`src/rtl/ps2_cmd_sequencer_pkg.sv`:
```
// Shared constants and types for the PS/2 host command sequencer.
// Keyboard protocol bytes, abort causes and sequencer state encoding.
package ps2_cmd_sequencer_pkg;

  localparam logic [7:0] PS2_ACK      = 8'hFA;
  localparam logic [7:0] PS2_RESEND   = 8'hFE;
  localparam logic [7:0] PS2_CMD_LEDS = 8'hED;

  typedef enum logic [1:0] {
    ERR_NONE        = 2'b00,
    ERR_ACK_TIMEOUT = 2'b01,
    ERR_RETRIES     = 2'b10,
    ERR_TX_TIMEOUT  = 2'b11
  } err_code_t;

  typedef enum logic [2:0] {
    ST_IDLE,
    ST_LOAD,
    ST_TX_START,
    ST_TX_END,
    ST_WAIT_ACK,
    ST_DONE,
    ST_FAIL
  } state_t;

  function automatic int unsigned max_u(input int unsigned a, input int unsigned b);
    return (a > b) ? a : b;
  endfunction

endpackage

```
`src/rtl/ps2_seq_timer.sv`:
```
// Saturating cycle counter with synchronous clear and terminal-count compare.
// Shared by the transmit and ACK-wait phases of the sequencer.
module ps2_seq_timer #(
  parameter int unsigned W = 20
) (
  input  logic         clk,
  input  logic         rst,
  input  logic         clr,
  input  logic         en,
  input  logic [W-1:0] tc,
  output logic         hit
);

  logic [W-1:0] count;

  always_ff @(posedge clk or posedge rst) begin
    if (rst) begin
      count <= '0;
    end else if (clr) begin
      count <= '0;
    end else if (en && (count != '1)) begin
      count <= count + 1'b1;
    end
  end

  assign hit = (count == tc);

endmodule

```
`src/rtl/ps2_cmd_sequencer.sv`:
```
// PS/2 host command sequencer: sends a command (and optional argument) to the
// keyboard, handles ACK/resend/timeouts and filters protocol bytes from scancodes.
module ps2_cmd_sequencer
  import ps2_cmd_sequencer_pkg::*;
#(
  parameter int unsigned ACK_TIMEOUT = 560000,
  parameter int unsigned MAX_RETRIES = 3,
  parameter int unsigned TX_TIMEOUT  = 84000
) (
  input  logic       clk,
  input  logic       rst,
  input  logic       cmd_valid,
  input  logic [7:0] cmd_byte,
  input  logic       cmd_has_arg,
  input  logic [7:0] arg_byte,
  output logic       busy,
  output logic       done,
  output logic       error,
  output logic [1:0] err_code,
  output logic [7:0] tx_data,
  output logic       tx_load,
  input  logic       tx_busy,
  input  logic       tx_error,
  output logic       rx_enable,
  input  logic       rx_new,
  input  logic [7:0] rx_code,
  output logic       key_new,
  output logic [7:0] key_code
);

  localparam int unsigned TW = $clog2(max_u(ACK_TIMEOUT, TX_TIMEOUT) + 1);
  localparam int unsigned RW = (MAX_RETRIES < 1) ? 1 : $clog2(MAX_RETRIES + 1);

  localparam logic [TW-1:0] ACK_TC    = TW'(ACK_TIMEOUT - 1);
  localparam logic [TW-1:0] TX_TC     = TW'(TX_TIMEOUT - 1);
  localparam logic [RW-1:0] RETRY_MAX = RW'(MAX_RETRIES);

  state_t        state;
  logic [7:0]    cur_byte;
  logic [7:0]    arg_q;
  logic          arg_pending;
  logic [RW-1:0] retry_cnt;

  logic          tmr_clr;
  logic          tmr_en;
  logic          tmr_hit;
  logic [TW-1:0] tmr_tc;

  logic          in_tx;
  logic          rx_ack;
  logic          rx_resend;
  logic          resend_req;

  always_comb begin
    in_tx      = (state == ST_TX_START) || (state == ST_TX_END);
    rx_ack     = rx_new && (rx_code == PS2_ACK);
    rx_resend  = rx_new && (rx_code == PS2_RESEND);
    resend_req = (in_tx && tx_error) || ((state == ST_WAIT_ACK) && rx_resend);
    // Clear on entry to TX_START (from LOAD) and on entry to WAIT_ACK.
    tmr_clr    = (state == ST_LOAD) ||
                 ((state == ST_TX_END) && !tx_error && !tx_busy);
    tmr_en     = in_tx || (state == ST_WAIT_ACK);
    tmr_tc     = (state == ST_WAIT_ACK) ? ACK_TC : TX_TC;
  end

  ps2_seq_timer #(
    .W (TW)
  ) u_timer (
    .clk (clk),
    .rst (rst),
    .clr (tmr_clr),
    .en  (tmr_en),
    .tc  (tmr_tc),
    .hit (tmr_hit)
  );

  always_ff @(posedge clk or posedge rst) begin
    if (rst) begin
      state       <= ST_IDLE;
      cur_byte    <= '0;
      arg_q       <= '0;
      arg_pending <= 1'b0;
      retry_cnt   <= '0;
      busy        <= 1'b0;
      done        <= 1'b0;
      error       <= 1'b0;
      err_code    <= ERR_NONE;
      tx_data     <= '0;
      tx_load     <= 1'b0;
      rx_enable   <= 1'b1;
    end else begin
      tx_load <= 1'b0;
      done    <= 1'b0;
      error   <= 1'b0;
      // Transmitter errors and keyboard resend requests share one retry path.
      if (resend_req) begin
        if (retry_cnt < RETRY_MAX) begin
          retry_cnt <= retry_cnt + 1'b1;
          tx_data   <= cur_byte;
          tx_load   <= 1'b1;
          rx_enable <= 1'b0;
          state     <= ST_LOAD;
        end else begin
          error     <= 1'b1;
          busy      <= 1'b0;
          err_code  <= ERR_RETRIES;
          rx_enable <= 1'b1;
          state     <= ST_FAIL;
        end
      end else begin
        case (state)
          ST_IDLE: begin
            if (cmd_valid) begin
              cur_byte    <= cmd_byte;
              arg_q       <= arg_byte;
              arg_pending <= cmd_has_arg;
              retry_cnt   <= '0;
              err_code    <= ERR_NONE;
              busy        <= 1'b1;
              tx_data     <= cmd_byte;
              tx_load     <= 1'b1;
              rx_enable   <= 1'b0;
              state       <= ST_LOAD;
            end
          end
          ST_LOAD: begin
            state <= ST_TX_START;
          end
          ST_TX_START: begin
            if (tx_busy) begin
              state <= ST_TX_END;
            end else if (tmr_hit) begin
              error     <= 1'b1;
              busy      <= 1'b0;
              err_code  <= ERR_TX_TIMEOUT;
              rx_enable <= 1'b1;
              state     <= ST_FAIL;
            end
          end
          ST_TX_END: begin
            if (!tx_busy) begin
              rx_enable <= 1'b1;
              state     <= ST_WAIT_ACK;
            end else if (tmr_hit) begin
              error     <= 1'b1;
              busy      <= 1'b0;
              err_code  <= ERR_TX_TIMEOUT;
              rx_enable <= 1'b1;
              state     <= ST_FAIL;
            end
          end
          ST_WAIT_ACK: begin
            // Any received byte in the expiry cycle takes precedence over the timeout.
            if (rx_ack) begin
              if (arg_pending) begin
                arg_pending <= 1'b0;
                cur_byte    <= arg_q;
                retry_cnt   <= '0;
                tx_data     <= arg_q;
                tx_load     <= 1'b1;
                rx_enable   <= 1'b0;
                state       <= ST_LOAD;
              end else begin
                done  <= 1'b1;
                busy  <= 1'b0;
                state <= ST_DONE;
              end
            end else if (!rx_new && tmr_hit) begin
              error    <= 1'b1;
              busy     <= 1'b0;
              err_code <= ERR_ACK_TIMEOUT;
              state    <= ST_FAIL;
            end
          end
          ST_DONE: begin
            state <= ST_IDLE;
          end
          ST_FAIL: begin
            state <= ST_IDLE;
          end
          default: begin
            state <= ST_IDLE;
          end
        endcase
      end
    end
  end

  // ACK/resend bytes are swallowed only while an answer is being awaited.
  always_ff @(posedge clk or posedge rst) begin
    if (rst) begin
      key_new  <= 1'b0;
      key_code <= '0;
    end else begin
      key_new <= rx_new &&
                 !((state == ST_WAIT_ACK) && ((rx_code == PS2_ACK) || (rx_code == PS2_RESEND)));
      if (rx_new) begin
        key_code <= rx_code;
      end
    end
  end

endmodule

```
`config.mk`:
```
export PLATFORM = sky130hd
export DESIGN_NAME = ps2_cmd_sequencer
export DESIGN_NICKNAME = d
export VERILOG_FILES = /design/src/rtl/ps2_cmd_sequencer_pkg.sv /design/src/rtl/ps2_seq_timer.sv /design/src/rtl/ps2_cmd_sequencer.sv
export SDC_FILE = /design/constraint.sdc
export NUM_CORES = 1
export LEC_CHECK = 0
export BUFFER_PORTS_ARGS = -buffer_cell sky130_fd_sc_hd__buf_2
export CORE_MARGIN = 8
export CORE_UTILIZATION = 50
export DETAILED_ROUTE_END_ITERATION = 10
export PLACE_DENSITY_LB_ADDON = 0.25
export SYNTH_ARGS = -nofsm -noshare
export SYNTH_HDL_FRONTEND = slang
export SYNTH_SLANG_ARGS = --single-unit
```
`constraint.sdc`:
```
create_clock -name clk -period 3.5 [get_ports clk]
set_clock_uncertainty 0.05 [all_clocks]
set_input_delay 0.35 -clock clk [delete_from_list [all_inputs] [get_ports clk]]
set_output_delay 0.35 -clock clk [all_outputs]
set_load 0.01 [all_outputs]
```
# ---- After elaboration in Yosys (flattened, before gate mapping)
# Cells that the tools add are included.
dict set report totals {
  register_bits 66
  in_bits 31
  output_inout_bits 24
  word_cells 145
}
dict set report op_classes {
  n_addsub 2
  magnitude_cmp 1
  eq_ne 22
  n_mux 72
  n_bitwise 1
  reduce_logical 32
}
# cell n
set ops {}
lappend ops {{$mux 20} 3}
lappend ops {{$mux 8} 5}
lappend ops {{$mux 1} 34}
lappend ops {{$mux 3} 9}
lappend ops {{$mux 2} 12}
lappend ops {{$ne 3x3->1 const B} 7}
lappend ops {{$add 20x1->20 const B} 1}
lappend ops {{$eq 20x20->1} 1}
lappend ops {{$ne 20x20->1 const B} 1}
lappend ops {{$eq 8x8->1 const B} 2}
lappend ops {{$pmux 8 s2} 1}
lappend ops {{$pmux 3 s5} 1}
lappend ops {{$reduce_and 5->1} 3}
lappend ops {{$reduce_and 7->1} 2}
lappend ops {{$logic_and 1x1->1} 10}
lappend ops {{$ne 2x2->1 const B} 4}
lappend ops {{$ne 4x4->1 const B} 2}
lappend ops {{$pmux 1 s4} 2}
lappend ops {{$pmux 2 s4} 1}
lappend ops {{$eq 3x2->1 const B} 2}
lappend ops {{$logic_or 1x1->1} 5}
lappend ops {{$reduce_bool 5->1} 1}
lappend ops {{$logic_not 1->1} 4}
lappend ops {{$pmux 1 s2} 2}
lappend ops {{other kinds (14)} 15}

# ---- Logic depth before layout (Yosys ltp)
# Gate-level depths: netlist of the first run.
dict set report depth {
  word_depth 8
  mapped_depth 8
  ltp_nobuf 7
}

# ---- Cells and area by module
# From an unflattened synthesis of the first run, not the netlist that was laid out.
dict set report unflattened {
  cells_unflattened 352
  hier_area_um2 3549.7
}
# module n_inst cells_per_inst area_per_inst_um2 seq_area_each_um2
set modules_own_cells {}
lappend modules_own_cells {ps2_cmd_sequencer 1 209 2230.9 1152.4}
lappend modules_own_cells {ps2_seq_timer 1 143 1318.8 500.5}

# ---- Worst setup path before layout of the first run
# OpenSTA, ideal clock, no wires.
dict set report synth_timing {
  path_kind {register to register}
  startpoint {register state[1]}
  endpoint {register tx_data[0]}
  setup_ns 0.083
  t_arrival_ns 1.976
  required_time_ns 3.367
  setup_slack_ns 1.391
  path_stages_with_launch 8
  path_buffers 1
  period_less_slack_ns 2.109
  path_cell_list {dfrtp_1 or3b_2 nor4_4 nand4b_1 o21a_1 buf_2 nand2_1 o21ai_0}
}
dict set report synth_via {
  elab_chain_len 6
  word_cells_on_any_way 16
  cone_classes {eq/ne (7); mux (2); reduce/logical (7)}
}
# element line_no
set synth_rtl {}
lappend synth_rtl {{start: declaration} ps2_cmd_sequencer.sv:38} ;# state_t state;
lappend synth_rtl {{start signal: assignment} ps2_cmd_sequencer.sv:79} ;# state <= ST_IDLE;
lappend synth_rtl {{start signal: assignment} ps2_cmd_sequencer.sv:102} ;# state <= ST_LOAD;
lappend synth_rtl {{start signal: assignment} ps2_cmd_sequencer.sv:108} ;# state <= ST_FAIL;
lappend synth_rtl {{$eq 3x2->1} ps2_cmd_sequencer.sv:55} ;# in_tx = (state == ST_TX_START) || (state == ST_TX_END);
lappend synth_rtl {{$logic_or 1x1->1} ps2_cmd_sequencer.sv:55}
lappend synth_rtl {{$logic_and 1x1->1} ps2_cmd_sequencer.sv:58} ;# resend_req = (in_tx && tx_error) || ((state == ST_WAIT_ACK) && rx_resend);
lappend synth_rtl {{$logic_or 1x1->1} ps2_cmd_sequencer.sv:58}
lappend synth_rtl {{$ne 3x3->1 (no line) (tied with other cells)} --}
lappend synth_rtl {{$reduce_and 5->1 (no line)} --}
lappend synth_rtl {{end signal: assignment} ps2_cmd_sequencer.sv:99} ;# tx_data <= cur_byte;
lappend synth_rtl {{end signal: assignment} ps2_cmd_sequencer.sv:120} ;# tx_data <= cmd_byte;
lappend synth_rtl {{end signal: assignment} ps2_cmd_sequencer.sv:159} ;# tx_data <= arg_q;
lappend synth_rtl {{end: declaration} ps2_cmd_sequencer.sv:20} ;# output logic [7:0] tx_data,
# Several ways; a longest one is shown, not always the timed one.
# A chain may end at the register's enable or synchronous reset.

# ---- Worst setup path in the final report of the first run
dict set report layout_timing {
  startpoint {register state[2]}
  endpoint {register tx_data[3]}
}
# The elaborated chain is that of the path after synthesis.

==> results of run 1 <==
[area by class of cell]
cell class	instances	area, sq um
Sequential cell	66	1653
Clock buffer	10	127.6
Clock inverter	6	137.6
Fill cell	550	2450
Tap cell	77	96.34
Multi-Input combinational cell	251	1577
Timing Repair Buffer	60	315.3
Inverter	8	30.03
[worst max-delay path, delay by kind of cell (launching register included)]
family / cells / cell delay [ns]
AND/OR/NAND/NOR: 3 / 1.20
AO/OA/AOI/OAI: 2 / 0.67
flip-flops: 1 / 0.59
buffers and inverters: 1 / 0.20
[per-stage QoR]
| stage | instance area [sq um] | cells | total power [mW] | util, % | hold WS, ns |
|---|---|---|---|---|---|
| finish | 3936 | 478 | 2.949 | 61.64 | 0.09630 |
| global route | 3936 | 478 | 3.136 | 61.64 | 0.1563 |
| CTS | 3936 | 478 | 2.969 | 61.64 | 0.1286 |
| detailed placement | 3671 | 462 | 2.109 | 57.48 | 0.4174 |
| global placement | 3671 | 462 | 2.083 | 57.48 | 0.4090 |
| floorplan | 3329 | 341 | 1.831 | - | 0.3727 |
[synthesized netlist by cell type (5+ instances only)]
library cell	count	area [sq um]
a21oi_1	19	95.09
buf_2	5	25.02
clkbuf_1	9	33.78
dfrtp_1	65	1627
inv_1	8	30.03
mux2_2	15	168.9
mux2i_1	10	100.1
nand2_1	34	127.6
nand3_1	13	65.06
nand4_1	7	43.79
nor2_1	40	150.1
nor4_1	5	31.28
o21ai_0	28	140.1
or3_1	6	37.54
xor2_1	8	70.07
[flip-flops by register name, summed over array words and instances (netlist names)]
name / flops
busy: 1
err_code: 2
key_code: 8
error: 1
rx_enable: 1
state: 3
tx_data: 8
u_timer.count: 20
cur_byte: 8
key_new: 1
done: 1
arg_q: 8
tx_load: 1
retry_cnt: 2
arg_pending: 1
[path summary, 6_finish.rpt]
kind                       slack (ns)                 to  depth (start not counted)
max                              0.64         tx_data[3]                          6
min                               0.1  u_timer.count[15]                          2
max reg2reg                      0.64         tx_data[3]                          6
min reg2reg                      0.43         tx_data[5]                          2
max in group asynchronous        2.39          rx_enable                          3
min in group clk                 0.16        arg_pending                          3
[kinds of logic (layout without fill, tap and decap cells)]
logic type	Yosys count	in the layout	synth area share, %
buffers and inverters	24	84	3.006
AOI/OAI and AO/OA	75	75	13.68
xor gates and xnor gates	12	12	3.157
adders and majority gates	2	2	0.7515
DFF	66	66	49.64
muxes	25	25	8.080
and+or+nand+nor	137	137	21.68
[metal layers]
| layer | vias up | share of wire (%) | GRT usage, % |
|---|---|---|---|
| met5 | - | 0 | 0 |
| li1 | 1341 | - | - |
| met3 | 11 | 4.3 | 3.698 |
| met4 | 0 | 1.8 | 7.343 |
| met2 | 66 | 48 | 25.92 |
| met1 | 1298 | 46 | 21.33 |
[power by group through the flow]
stage                     combinational [mW]  sequential, mW  clock [mW]
final                                  0.936            1.15       0.859
after global routing                    1.04            1.19       0.906
after CTS                              0.942            1.15       0.873
after detailed placement               0.941            1.17           0
after global placement                 0.926            1.16           0
after floorplan                        0.684            1.15           0
==> impl_metrics.json, run 1 <==
{
  "grt_max_degree": 40,
  "syn_area_sq_mm": 0.003329,
  "hold_viol": 0,
  "first_global_vias": 2541,
  "crit_path_end_kind": "flip-flop",
  "p_int_mw": 1.935,
  "dp_slack_ns": 0.6506,
  "ir_drop_v": 0.0004794,
  "timing.rr.start": "state[2]",
  "area_growth_syn_to_layout_pct": 18.23,
  "post_cts_buffers": 0,
  "clock.fmax_mhz": 350.2,
  "grt_pass1_wl_um": 12890,
  "crit_chain": "or3b_2 -> nor4_4 -> nand4b_1 -> buf_4 -> o21a_1 -> o21ai_0",
  "synth-main-ff-cell": "dfrtp_1",
  "maxCapViolCount": 0,
  "slew_headroom_pct": 43.37,
  "die-area_sq_mm": 0.009526,
  "leakage_nw": 1.793,
  "power_density_mw_per_mm2": 749.2,
  "path_class": "flip-flop to flip-flop",
  "ant_nets": 0,
  "gp_congestion": 0.8622,
  "ys_seq_elements": 66,
  "clkLatencyLatePin_ns": 0.35,
  "finalMaxSlewViolations": 0,
  "ys_types": 57,
  "rows": 29,
  "avgSynthCellArea_sq_um": 9.764,
  "die_x_um": 97.60,
  "startpoint_type": "flip-flop",
  "antennaDiodeCount": 0,
  "setup_tns_ns": 0,
  "worstMarginPinSlew_ns": 0.8417,
  "h-tree-depth": 3,
  "status": "finished clean",
  "mostFrequentLayoutCells": "dfrtp_1 (65), buf_2 (54), nor2_1 (40)",
  "min_path_type": "input pin to async pin",
  "dp_hpwl_um": 5669,
  "p_comb_share_pct": 31.7,
  "io_pins": 55,
  "slowest_stage": "dfrtp_1",
  "cts_tree": "built",
  "synth_edf_count": 0,
  "cts_buffer_depth": 2,
  "totalWireLength_um": 7744,
  "clkPwrFrac_pct": 29.1,
  "pwr-share-seq_pct": 39.1,
  "slowest_delay_ns": 0.59,
  "fin_ws_ns": 0.6442,
  "syn_nets": 374,
  "critPathMaxFanout": 20,
  "netlist_instances": 341,
  "finalCriticalPeriod_ns": 2.856,
  "cts_sinks": 66,
  "synthArstFlopShare_pct": 100.0,
  "yosys_warnings": 0,
  "via_count": 2716,
  "drc": 0,
  "cts_resized": 0,
  "wl_per_cell_um": 16.20,
  "finalSetupViolCount": 0,
  "drt_pass1_iterations": 4,
  "ys_seq_area_share_pct": 49.64,
  "overflow": 0,
  "critical_path_required_ns": 3.66,
  "antenna_found_initial": 0,
  "rsz0062_at_grt": "false",
  "die_h_um": 97.60,
  "p_sw_mw": 1.014,
  "fin_crit_sh_pct": 81.59,
  "drt_iter0_drc": 130,
  "routed_via_density": 5.682,
  "final_common_cell": "dfrtp_1",
  "clk_transition_reported_paths_ns": 0.08,
  "crit_arrival_ns": 3.02,
  "start_util_pct": 52.14,
  "nets": 429,
  "grt.total_usage_pct": 16.57,
  "root_buffer": "clkbuf_8",
  "swShare_pct": 34.38,
  "hold_buffers": 0,
  "cts_made_buffers": 9,
  "drive_above_1_share_pct": 24.44,
  "portBuffers": 54,
  "crit_start": "state[2]",
  "coreArea_sq_mm": 0.006386
}
No activity file was read; power rests on OpenSTA's default activity.
==> inputs of run 2 (changes only) <==
clock period = 2.8 ns   (was 3.5 ns; I/O delays follow)
==> run 2 against run 1 <==
Effect of this change: first-iteration DRC count up 36%; clock-buffer cell count is the same; sequential power rose by 21%; wire length increased by 3.0%; cell count is 1.3% higher; core utilization grew 0.35 points; setup slack lost 0.32 ns; hold slack lost 0.0066 ns; global-route usage up 0.14 points; combinational power rose by 38%; largest power group unchanged.
==> impl_metrics.json, run 2 (same netlist as run 1, synthesis figures left out) <==
{
  "mostFrequentLayoutCells": "dfrtp_1 (65), buf_2 (54), nor2_1 (40)",
  "setup_tns_ns": 0,
  "cts_resized": 0,
  "first_global_vias": 2796,
  "min_path_type": "input pin to flip-flop",
  "fin_util_pct": 61.99,
  "maxCapViolCount": 0,
  "cts_buffer_depth": 2,
  "die_x_um": 97.60,
  "root_buffer": "clkbuf_8",
  "finalCriticalPeriod_ns": 2.477,
  "nFillCells": 550,
  "ant_nets": 0,
  "status": "finished clean",
  "antennaDiodeCount": 0,
  "cts_tree": "built",
  "finalSetupViolCount": 0,
  "worstMarginPinSlew_ns": 0.6296,
  "startpoint_type": "flip-flop",
  "ir_drop_v": 0.0005305,
  "crit_chain": "or3b_2 -> nor4_4 -> nand4b_1 -> o21a_1 -> o21ai_0",
  "die-area_sq_mm": 0.009526,
  "slowest_delay_ns": 0.56,
  "slowest_stage": "or3b_2",
  "portBuffers": 54,
  "largest_reg_flops": 20,
  "drive_above_1_share_pct": 25.55,
  "crit_arrival_ns": 2.62,
  "grt_pass1_wl_um": 13310,
  "wl_per_cell_um": 16.48,
  "critical_path_required_ns": 2.94,
  "leakage_nw": 1.809,
  "nets": 435,
  "grt_max_degree": 51,
  "cts_sinks": 66,
  "via_count": 2730,
  "path_class": "flip-flop to flip-flop",
  "finalMaxSlewViolations": 0,
  "power_density_mw_per_mm2": 907.0,
  "drt_pass1_iterations": 4,
  "fin_crit_sh_pct": 88.47,
  "critPathMaxFanout": 20,
  "start_util_pct": 52.14,
  "coreArea_sq_mm": 0.006386,
  "overflow": 0,
  "final_common_cell": "dfrtp_1",
  "gp_congestion": 0.8984,
  "rsz0062_at_grt": "false",
  "drc": 0,
  "dp_hpwl_um": 5764,
  "clock.fmax_mhz": 403.7,
  "cts_made_buffers": 9,
  "die_h_um": 97.60,
  "area_growth_syn_to_layout_pct": 18.90,
  "crit_path_end_kind": "flip-flop",
  "h-tree-depth": 3,
  "slew_headroom_pct": 57.48,
  "path_delay_family": "simple AND/OR/NAND/NOR gates",
  "holdWs_ns": 0.08970,
  "clkLatencyLatePin_ns": 0.34,
  "multiInputGateArea_sq_mm": 0.001577,
  "top_register": "u_timer.count",
  "io_pins": 55,
  "totalWireLength_um": 7974,
  "grt.total_usage_pct": 16.71,
  "clk_transition_reported_paths_ns": 0.08,
  "routed_via_density": 5.640,
  "cp.buffers_inverters": 0,
  "hold_viol": 0,
  "antenna_found_initial": 0,
  "drt_iter0_drc": 177,
  "seqCellArea_sq_mm": 0.001653,
  "rows": 29
}
-- run 2: changes by cell type in the layout (fill, tap and decap cells not counted) --
cell	delta
inv_6	-1
dlygate4sd3_1	+1
bufinv_16	-2
clkinv_4	+1
buf_4	+4
clkinv_2	+1
clkinvlp_4	+1
buf_12	+1
clkbuf_1	-1
clkbuf_8	+1
-- run 2: routing by layer --
metal,global-route usage [%],vias to the layer above,wire (um)
met5,0,-,0
met4,5.361,0,121
met3,4.765,12,341
met2,27.11,65,3880
met1,20.82,1301,3631
li1,-,1352,-
-- run 2: path summary, 6_finish.rpt --
| kind | startpoint | endpoint | slack [ns] | cells after the start |
|---|---|---|---|---|
| worst max-delay path | state[0] | tx_data[5] | 0.32 | 5 |
| worst min-delay path | cmd_has_arg | arg_pending | 0.09 | 3 |
| worst max register to register | state[0] | tx_data[5] | 0.32 | 5 |
| worst min register to register | tx_data[2] | tx_data[2] | 0.42 | 2 |
| max in group asynchronous | rst | rx_enable | 1.65 | 4 |
| min in group asynchronous | rst | key_code[0] | 0.41 | 3 |
-- run 2: repair_timing --
action	CTS	global route
hold buffers	1	0
hold endpoints to repair	16	0
setup buffers	0	0
-- run 2: layout make-up --
type | count | area share [%]
clock buffers | 10 | 3.477
repair buffers | 66 | 9.482
well taps | 77 | 2.434
flip-flops and latches | 66 | 41.75
clock inverters | 6 | 2.276
multi-input cells | 251 | 39.82
inverters | 8 | 0.7585
-- run 2: per-stage QoR --
stage	std cells	cell area, sq um	setup slack (ns)	power (mW)
global placement	467	3721	0.4518	2.641
floorplan	341	3329	0.6910	2.289
global route	484	3959	0.1264	3.817
detailed placement	467	3721	0.3461	2.688
CTS	484	3959	0.3354	3.610
finish	484	3959	0.3227	3.591
-- run 2: worst min-delay path, stage by stage --
cell and delay (ns):
buf_2 0.08, nand2_1 0.04, nand2_1 0.05
-- run 2: power by group --
group          switching [mW]  internal [mW]
Sequential              0.152           1.23
Clock                   0.390          0.527
Combinational           0.756          0.532
Total                    1.30           2.29
